===== src/rtl/scoreboard_controller.sv =====
// -----------------------------------------------------------------------------
// scoreboard_controller
//
// Purpose:
//   Keeps a 6-digit BCD game score. Point, pellet and ghost events are
//   accumulated, with an escalating ghost chain. The score is rendered as
//   pixel-cell flags and sprite codes for a score line and a blinking "1UP"
//   label.
//
// Ports:
//   Clk                    system clock, rising edge
//   Reset_n                asynchronous active-low reset
//   frame_tick             one pulse per video frame
//   clear_score            new-game pulse (wins over same-cycle events)
//   point_eaten            +10
//   pellet_eaten           +50, restarts the ghost chain
//   ghost_eaten            +200/400/800/1600 depending on the chain index
//   DrawX, DrawY           current pixel coordinates
//   score_bcd              live score, digit 5 in bits [23:20]
//   is_scoreboard          pixel is inside a visible score digit cell
//   scoreboard_sprite      digit value 0-9 for that cell
//   is_scoreboard_1up      pixel is inside a visible "1UP" cell
//   scoreboard_1up_sprite  00 = '1', 01 = 'U', 10 = 'P'
//   extra_life             one-cycle pulse when the score first reaches 10000
//
// Optional feature:
//   Define SCORE_EXTRA_LIFE_EN to enable the extra_life pulse and its sticky
//   flag. Without it, extra_life is tied to 0.
// -----------------------------------------------------------------------------
module scoreboard_controller (
   input  logic        Clk,
   input  logic        Reset_n,
   input  logic        frame_tick,
   input  logic        clear_score,
   input  logic        point_eaten,
   input  logic        pellet_eaten,
   input  logic        ghost_eaten,
   input  logic [9:0]  DrawX,
   input  logic [9:0]  DrawY,
   output logic [23:0] score_bcd,
   output logic        is_scoreboard,
   output logic [3:0]  scoreboard_sprite,
   output logic        is_scoreboard_1up,
   output logic [1:0]  scoreboard_1up_sprite,
   output logic        extra_life
);

   logic [23:0] score_q;
   logic [23:0] shadow_q;
   logic [1:0]  k_q;
   logic [3:0]  frame_cnt_q;
   logic        blink_q;

   logic [1:0]  k_eff;
   logic [1:0]  k_next;
   logic [23:0] inc_bcd;
   logic [23:0] score_next;

   // A pellet restarts the chain before a same-cycle ghost is scored.
   assign k_eff = pellet_eaten ? 2'd0 : k_q;

   // The increment is built directly as BCD digits: the tens digit never
   // exceeds 6 and the ghost values never share a digit, so no carries occur.
   always_comb begin
      logic [3:0] tens;
      logic [3:0] hund;
      logic [3:0] thou;
      // NOTE: every variable gets a default first so no path leaves it unassigned (no latch).
      tens = 4'd0;
      hund = 4'd0;
      thou = 4'd0;
      if (point_eaten)  tens = tens + 4'd1;
      if (pellet_eaten) tens = tens + 4'd5;
      if (ghost_eaten) begin
         case (k_eff)
            2'd0:    hund = 4'd2;
            2'd1:    hund = 4'd4;
            2'd2:    hund = 4'd8;
            default: begin hund = 4'd6; thou = 4'd1; end
         endcase
      end
      inc_bcd = {8'h00, thou, hund, tens, 4'h0};
   end

   // Digit-serial BCD addition; a carry out of digit 5 saturates at 999999.
   always_comb begin
      logic [4:0]  dsum;
      logic        carry;
      logic [23:0] sum;
      carry = 1'b0;
      sum   = 24'h0;
      dsum  = 5'd0;
      for (int i = 0; i < 6; i++) begin
         dsum = {1'b0, score_q[4*i +: 4]} + {1'b0, inc_bcd[4*i +: 4]} + {4'd0, carry};
         if (dsum > 5'd9) begin
            dsum  = dsum + 5'd6;  // wraps the low nibble by -10
            carry = 1'b1;
         end else begin
            carry = 1'b0;
         end
         sum[4*i +: 4] = dsum[3:0];
      end
      score_next = carry ? 24'h999999 : sum;
   end

   always_comb begin
      k_next = k_eff;
      if (ghost_eaten && k_eff != 2'd3) k_next = k_eff + 2'd1;
   end

   always_ff @(posedge Clk or negedge Reset_n) begin
      if (!Reset_n) begin
         score_q     <= 24'h0;
         shadow_q    <= 24'h0;
         k_q         <= 2'd0;
         frame_cnt_q <= 4'd0;
         blink_q     <= 1'b1;
      end else begin
         // NOTE: sequential state uses non-blocking assignments so all registers update together.
         if (frame_tick) begin
            frame_cnt_q <= frame_cnt_q + 4'd1;
            if (frame_cnt_q == 4'hF) blink_q <= ~blink_q;
         end
         if (clear_score) begin
            score_q  <= 24'h0;
            shadow_q <= 24'h0;
            k_q      <= 2'd0;
         end else begin
            score_q <= score_next;
            k_q     <= k_next;
            if (frame_tick) shadow_q <= score_q;
         end
      end
   end

`ifdef SCORE_EXTRA_LIFE_EN
   logic life_flag_q;
   logic life_hit;

   assign life_hit = (score_next[23:16] != 8'h00) && !life_flag_q;

   always_ff @(posedge Clk or negedge Reset_n) begin
      if (!Reset_n) begin
         life_flag_q <= 1'b0;
         extra_life  <= 1'b0;
      end else if (clear_score) begin
         life_flag_q <= 1'b0;
         extra_life  <= 1'b0;
      end else begin
         extra_life  <= life_hit;
         life_flag_q <= life_flag_q | life_hit;
      end
   end
`else
   assign extra_life = 1'b0;
`endif

   assign score_bcd = score_q;

   // Score line: walk digits from the top so leading zeros can be suppressed.
   always_comb begin
      logic seen_nonzero;
      is_scoreboard     = 1'b0;
      scoreboard_sprite = 4'd0;
      seen_nonzero      = 1'b0;
      if (DrawY >= 10'd18 && DrawY <= 10'd29) begin
         for (int i = 5; i >= 0; i--) begin
            seen_nonzero = seen_nonzero | (shadow_q[4*i +: 4] != 4'd0);
            if (int'(DrawX) >= 72 + 12*(5-i) && int'(DrawX) <= 83 + 12*(5-i) &&
                (seen_nonzero || i <= 1)) begin
               is_scoreboard     = 1'b1;
               scoreboard_sprite = shadow_q[4*i +: 4];
            end
         end
      end
   end

   always_comb begin
      is_scoreboard_1up     = 1'b0;
      scoreboard_1up_sprite = 2'b00;
      if (blink_q && DrawY <= 10'd11 && DrawX >= 10'd108 && DrawX <= 10'd143) begin
         is_scoreboard_1up = 1'b1;
         if (DrawX <= 10'd119)      scoreboard_1up_sprite = 2'b00;
         else if (DrawX <= 10'd131) scoreboard_1up_sprite = 2'b01;
         else                       scoreboard_1up_sprite = 2'b10;
      end
   end

endmodule


===== config.mk =====
export PLATFORM = sky130hd
export DESIGN_NAME = scoreboard_controller
export DESIGN_NICKNAME = d
export VERILOG_FILES = /design/src/rtl/scoreboard_controller.sv
export SDC_FILE = /design/constraint.sdc
export NUM_CORES = 1
export LEC_CHECK = 0
export ABC_AREA = 0
export ABC_CLOCK_PERIOD_IN_PS = 10500
export BUFFER_PORTS_ARGS = -buffer_cell sky130_fd_sc_hd__buf_4
export CORE_MARGIN = 2
export CORE_UTILIZATION = 54
export CTS_BUF_LIST = sky130_fd_sc_hd__clkbuf_8
export CTS_CLUSTER_SIZE = 12
export DETAILED_ROUTE_END_ITERATION = 6
export PLACE_DENSITY = 0.88
export SLEW_MARGIN = 20
export SYNTH_ARGS = -nofsm -noshare
export SYNTH_HDL_FRONTEND = slang
export SYNTH_SLANG_ARGS = --single-unit

===== constraint.sdc =====
create_clock -name Clk -period 10.5 [get_ports Clk]
set_clock_uncertainty 0.15 [all_clocks]
set_input_delay 1.575 -clock Clk [delete_from_list [all_inputs] [get_ports Clk]]
set_output_delay 1.575 -clock Clk [all_outputs]
set_load 0.01 [all_outputs]

**Yosys cells after proc, flatten, opt, wreduce, memory -nomap -nowiden**

Index checks and enable logic that the tools add are counted.

- Add/sub/neg operators: 17
- Order comparisons: 25
- Equality and inequality tests: 4
- Muxes and demuxes: 43
- Bitwise gates (word level): 4
- Reduce and logical (&&, ||, !) cells: 24

Operator list:

| kind | number |
|---|---|
| $mux 24 | 4 |
| $mux 4 | 16 |
| $ge 10x7->1 const B | 6 |
| $le 10x7->1 const B | 5 |
| $le 10x8->1 const B | 4 |
| $add 4x3->4 const B | 7 |
| $gt 5x4->1 const B | 5 |
| $mux 1 | 16 |
| $reduce_bool 4->1 | 4 |
| $add 4x4->5 | 3 |
| $add 5x1->5 | 3 |
| $logic_and 1x1->1 | 15 |
| $mux 2 | 6 |
| $pmux 4 s3 | 1 |
| $add 4x1->5 | 2 |
| $ge 10x5->1 const B | 1 |
| $ge 10x8->1 const B | 1 |
| $le 10x4->1 const B | 1 |
| $le 10x5->1 const B | 1 |
| $add 4x1->4 const B | 1 |
| $eq 4x4->1 const B | 1 |
| $gt 4x4->1 const B | 1 |
| $or 1x1->1 | 3 |
| $reduce_bool 3->1 | 1 |
| 9 further kinds | 9 |

- Bits in registers: 55
- Input port bits: 27
- Output and inout port bits: 33
- Word-level logic and storage cells: 123

**Depth between registers and ports, before layout**

- Depth in word-level cells: 21
- Mapped depth: 38
- Depth with buffers taken out: 35

**Least setup slack after synthesis**

No wires, ideal clock.

- Path type: input -> register
- From: in point_eaten
- To: reg score_q[17], in the netlist score_bcd[17]
- Setup time: 0.136 ns
- Arrival: 8.815 ns
- Data required time: 10.214 ns
- Setup slack: 1.399 ns
- Stages on the path: 36
- Buffers on the path: 2
- Cells stage by stage: ha_1 fa_1 fa_1 a211oi_1 or3_1 a21oi_1 ha_1 inv_1 fa_1 xor2_1 a21boi_0 mux2_2 or2_2 fa_1 ha_1 nand2_1 nor2_1 nor2_1 nor2_1 nor3_1 ha_1 ha_1 buf_1 nand2_1 nor2_1 nor2_1 nor2_1 a211oi_1 ha_1 ha_1 nand2b_1 a31oi_1 a211o_1 nand2_1 clkbuf_1 nor3_1

- Cells in the longest elaborated chain, start to end: 21
- Elaborated cells between the ends (all ways): 23
- Classes of those cells: add/sub: 8; order compare: 5; mux: 10

Ends and longest elaborated chain:

| item | line | source |
|---|---|---|
| start: declaration | 35 | `input logic point_eaten,` |
| $mux 1 * | 72 | `if (point_eaten) tens = tens + 4'd1;` |
| $add 4x3->4 | 73 | `if (pellet_eaten) tens = tens + 4'd5;` |
| $mux 4 * | 73 |  |
| $add 4x4->5 * | 94 | `dsum = {1'b0, score_q[4*i +: 4]} + {1'b0, inc_bcd[4*i +: 4]} + {4'd0, carry};` |
| $add 5x1->5 * | 94 |  |
| $gt 5x4->1 * | 95 | `if (dsum > 5'd9) begin` |
| $mux 1 * | 95 |  |
| $add 5x1->5 * | 94 |  |
| [5 not listed] | - |  |
| $add 4x1->5 * | 94 |  |
| $gt 5x4->1 | 95 |  |
| $mux 1 | 95 |  |
| $add 4x1->5 | 94 |  |
| $gt 5x4->1 | 95 |  |
| $mux 1 | 95 |  |
| $mux 24 * | 103 | `score_next = carry ? 24'h999999 : sum;` |
| $mux 24 * | 124 | `if (clear_score) begin` |
| end signal: assignment | 129 | `score_q <= score_next;` |
| end: declaration | 48 | `logic [23:0] score_q;` |

Every way passes the cells marked *; elsewhere a longest branch is shown, timed or not.
A chain may end at the register's enable or synchronous reset.

**Final worst setup path**

- From: in pellet_eaten
- To: reg score_q[13], in the netlist score_bcd[13]

- Cells in the longest elaborated chain, start to end: 19
- Elaborated cells between the ends (all ways): 32
- Classes of those cells: add/sub: 9; order compare: 5; eq/ne: 2; mux: 14; reduce/logical: 2

Ends and longest elaborated chain:

| item | line | source |
|---|---|---|
| start: declaration | 36 | `input logic pellet_eaten,` |
| $mux 4 or $mux 2 (tied branches) | 73, 60 |  |
| $add 4x4->5, or another cell as far along | 94 |  |
| $add 5x1->5 or $pmux 4 s3 (tied branches) | 94, 75 |  |
| $gt 5x4->1 or $mux 4 (tied branches) | 95, 74 |  |
| $mux 1 or $add 4x4->5 (tied branches) | 95, 94 |  |
| $add 5x1->5 | 94 |  |
| $gt 5x4->1 | 95 |  |
| $mux 1 | 95 |  |
| [3 not listed] | - |  |
| $add 4x1->5 | 94 |  |
| $gt 5x4->1 | 95 |  |
| $mux 1 | 95 |  |
| $add 4x1->5 | 94 |  |
| $gt 5x4->1 | 95 |  |
| $mux 1 | 95 |  |
| $mux 24 * | 103 |  |
| $mux 24 * | 124 |  |

Marks and branches as above.

==> flow_summary.json <==
{
  "ys_seq_area_share_pct": 38.23,
  "final.min_clock_period_ns": 9.764,
  "die-area_sq_mm": 0.007343,
  "setup_ws_ns": 0.7355,
  "port-buffer-count": 55,
  "setup_viol": 0,
  "fin_crit_sh_pct": 93.00,
  "pre_cts_slack_ns": 0.4337,
  "antenna_found_initial": 0,
  "ys_types": 57,
  "dr_total_vias": 3052,
  "crit_path_end_kind": "register",
  "n_fill_cell": 515,
  "fin_nets": 480,
  "wl_per_cell_um": 16.36,
  "fmax_mhz": 102.4,
  "max_stage_delay_ns": 0.65,
  "syn_nets": 439,
  "numCtsBuffers": 5,
  "grt_pass1_vias": 2908,
  "drt-initial-drc-count": 206,
  "syn_area_per_cell_sq_um": 9.311,
  "vias_per_cell": 6.032,
  "routed_wl_um": 8277,
  "cts_tree": "done",
  "io_pins": 60,
  "cp_top_family": "adder cells",
  "worstMarginPinSlew_ns": 0.6763,
  "hold_ws_ns": 0.3482,
  "cts-root-buf": "clkbuf_8",
  "cts_resized": 0,
  "start_util_pct": 56.43,
  "cp_data_required_time_ns": 10.56,
  "cellPowerDensity_mw_per_mm2": 132.7,
  "htree_levels": 2,
  "cts_sinks": 55,
  "grtUsageTotal_pct": 23.65,
  "cellLeakagePower_nw": 1.985,
  "insertion_delay_ns": 0.31,
  "drt_pass1_iterations": 4,
  "hold_class": "register to register",
  "final_cell_mix": "buf_4, dfrtp_1, nor2_1",
  "cts_max_path_buffers": 2,
  "ys_ff_latch": 55,
  "dp.cells": 498,
  "areaGrowthSynthToFinish_pct": 14.51,
  "slew_headroom_pct": 54.91,
  "antennaDiodeCount": 0,
  "multi_input_area_sq_mm": 0.002042,
  "timing.max_cap.violations": 0,
  "synthFlopType": "dfrtp_1",
  "place_hpwl_um": 6192,
  "start_kind": "input pin",
  "hold_buffers": 0,
  "syn_area_sq_mm": 0.003603,
  "rsz0062_at_grt": "no",
  "arrival_ns": 9.82,
  "post-route-drc-count": 0,
  "die_x_um": 85.69,
  "final.setup.tns_ns": 0,
  "worst-path-max-fanout": 12,
  "slew_viol_final": 0,
  "total_power_mw": 0.5476,
  "postRouteAntennaNets": 0,
  "final_cells": 506,
  "crit_buf_inv": 2,
  "gp_congestion": 0.9924,
  "crit_type": "input pin to register",
  "ys_warn_count": 0,
  "grt_max_degree": 56,
  "drive_gt1_share_pct": 18.41,
  "synth_enable_flop_cells": 0,
  "grt_pass1_wl_um": 13880,
  "synthCells": 387,
  "core_area_sq_mm": 0.006386,
  "gr-total-overflow": 0,
  "status": "finished, final reports clean",
  "clkTransAtPathRegs_ns": 0.09,
  "regArea_sq_mm": 0.001378,
  "cts_setup_buffers": 0,
  "ir_drop_v": 0.0001252,
  "finalHoldViolCount": 0,
  "critPathMostFrequentCell": "ha_1",
  "fp-row-count": 29,
  "async_flop_share_pct": 100.0,
  "layout_commonest_cell": "buf_4",
  "fp.dieH_um": 85.69,
  "cp_slowest_cell": "fa_1"
}
[stage by stage]
stage                     util [%]  cell area, sq um
after floorplan                  -              3603
after global placement       63.05              4026
after detailed placement     63.05              4026
after CTS                    64.62              4126
after global routing         64.62              4126
final                        64.62              4126
[cell usage after synthesis (all sizes together), types with 2 or more instances]
master	count	area share (%)
dfrtp	54	38
nor2	51	5.3
mux2i	27	7.5
inv	24	2.5
a21oi	22	3.1
ha	21	7.3
clkbuf	17	1.8
nand2	15	1.6
nor3	12	2.0
o21ai	12	1.7
a211oi	11	2.8
xnor2	10	2.4
a31oi	9	1.6
nand2b	7	1.2
and3	6	1.0
nor2b	6	1.0
nor4	6	1.0
buf	5	0.83
mux2	5	1.6
nand3	5	0.69
xor2	5	1.2
fa	4	2.2
nor3b	4	0.97
o211ai	4	0.83
o22ai	4	0.69
or4	4	0.87
a222oi	3	0.83
and2	3	0.52
nand4	3	0.52
or3	3	0.52
a211o	2	0.49
a22o	2	0.56
o211a	2	0.56
o221ai	2	0.49
o311ai	2	0.49
or3b	2	0.56
[worst reg2reg max path: cells and delay by family, from the launching register on]
kind                       cells  cell delay [ns]
AOI/OAI and AO/OA              6             0.94
xor gates and xnor gates       1             0.39
adders and majority gates     10             3.59
buffers and inverters          1             0.06
DFF                            1             0.45
muxes                          1             0.31
and+or+nand+nor               16             2.80
[worst paths after layout]
| kind | startpoint | to | slack (ns) | depth (start not counted) |
|---|---|---|---|---|
| max | pellet_eaten | score_bcd[13]$_DFF_PN0_ | 0.74 | 35 |
| min | frame_cnt_q[3]$_DFFE_PN0P_ | frame_cnt_q[3]$_DFFE_PN0P_ | 0.35 | 1 |
| max reg2reg | score_bcd[2]$_DFFE_PN0P_ | score_bcd[13]$_DFF_PN0_ | 1.74 | 35 |
| min reg2reg | frame_cnt_q[3]$_DFFE_PN0P_ | frame_cnt_q[3]$_DFFE_PN0P_ | 0.35 | 1 |
| max in group asynchronous | Reset_n | score_bcd[8]$_DFF_PN0_ | 8.60 | 1 |
| min in group asynchronous | Reset_n | score_bcd[18]$_DFF_PN0_ | 1.15 | 1 |
[flip-flops by register name, summed over array words and instances, names as in the netlist]
signal and count:
blink_q 1, frame_cnt_q 4, k_q 2, score_bcd 24, shadow_q 24
[where the power goes]
| part | switching (mW) | internal (mW) | leakage, nW |
|---|---|---|---|
| sequential | 0.0238 | 0.236 | 0.748 |
| clock | 0.0665 | 0.0594 | 0.0557 |
| combinational | 0.0858 | 0.0759 | 1.18 |
[layer usage]
layer / GRT usage, % / vias up / wire length (um)
met3: 4.042 / 4 / 438
met2: 40.41 / 84 / 4150
met4: 5.483 / 0 / 51
li1: - / 1469 / -
met1: 31.64 / 1495 / 3637
met5: 0 / - / 0
[cells by family after synthesis]
group                      Yosys count  share of synthesized area (%)
and+or+nand+nor                    130                          18.47
buffers and inverters               46                          5.104
adders and majority gates           25                          9.514
muxes                               32                          9.062
other                                1                         0.1041
DFF                                 55                          38.23
AOI/OAI and AO/OA                   83                          15.87
xor gates and xnor gates            15                          3.646
[final cells by class]
class	count	share of cell area [%]
timing repair buffer	56	10.19
clock buffer	7	2.335
clock inverter	1	0.09096
sequential	55	33.38
inverter	24	2.183
multi-input combinational	286	49.48
tap	77	2.335
No activity file was read; power rests on OpenSTA's default activity.
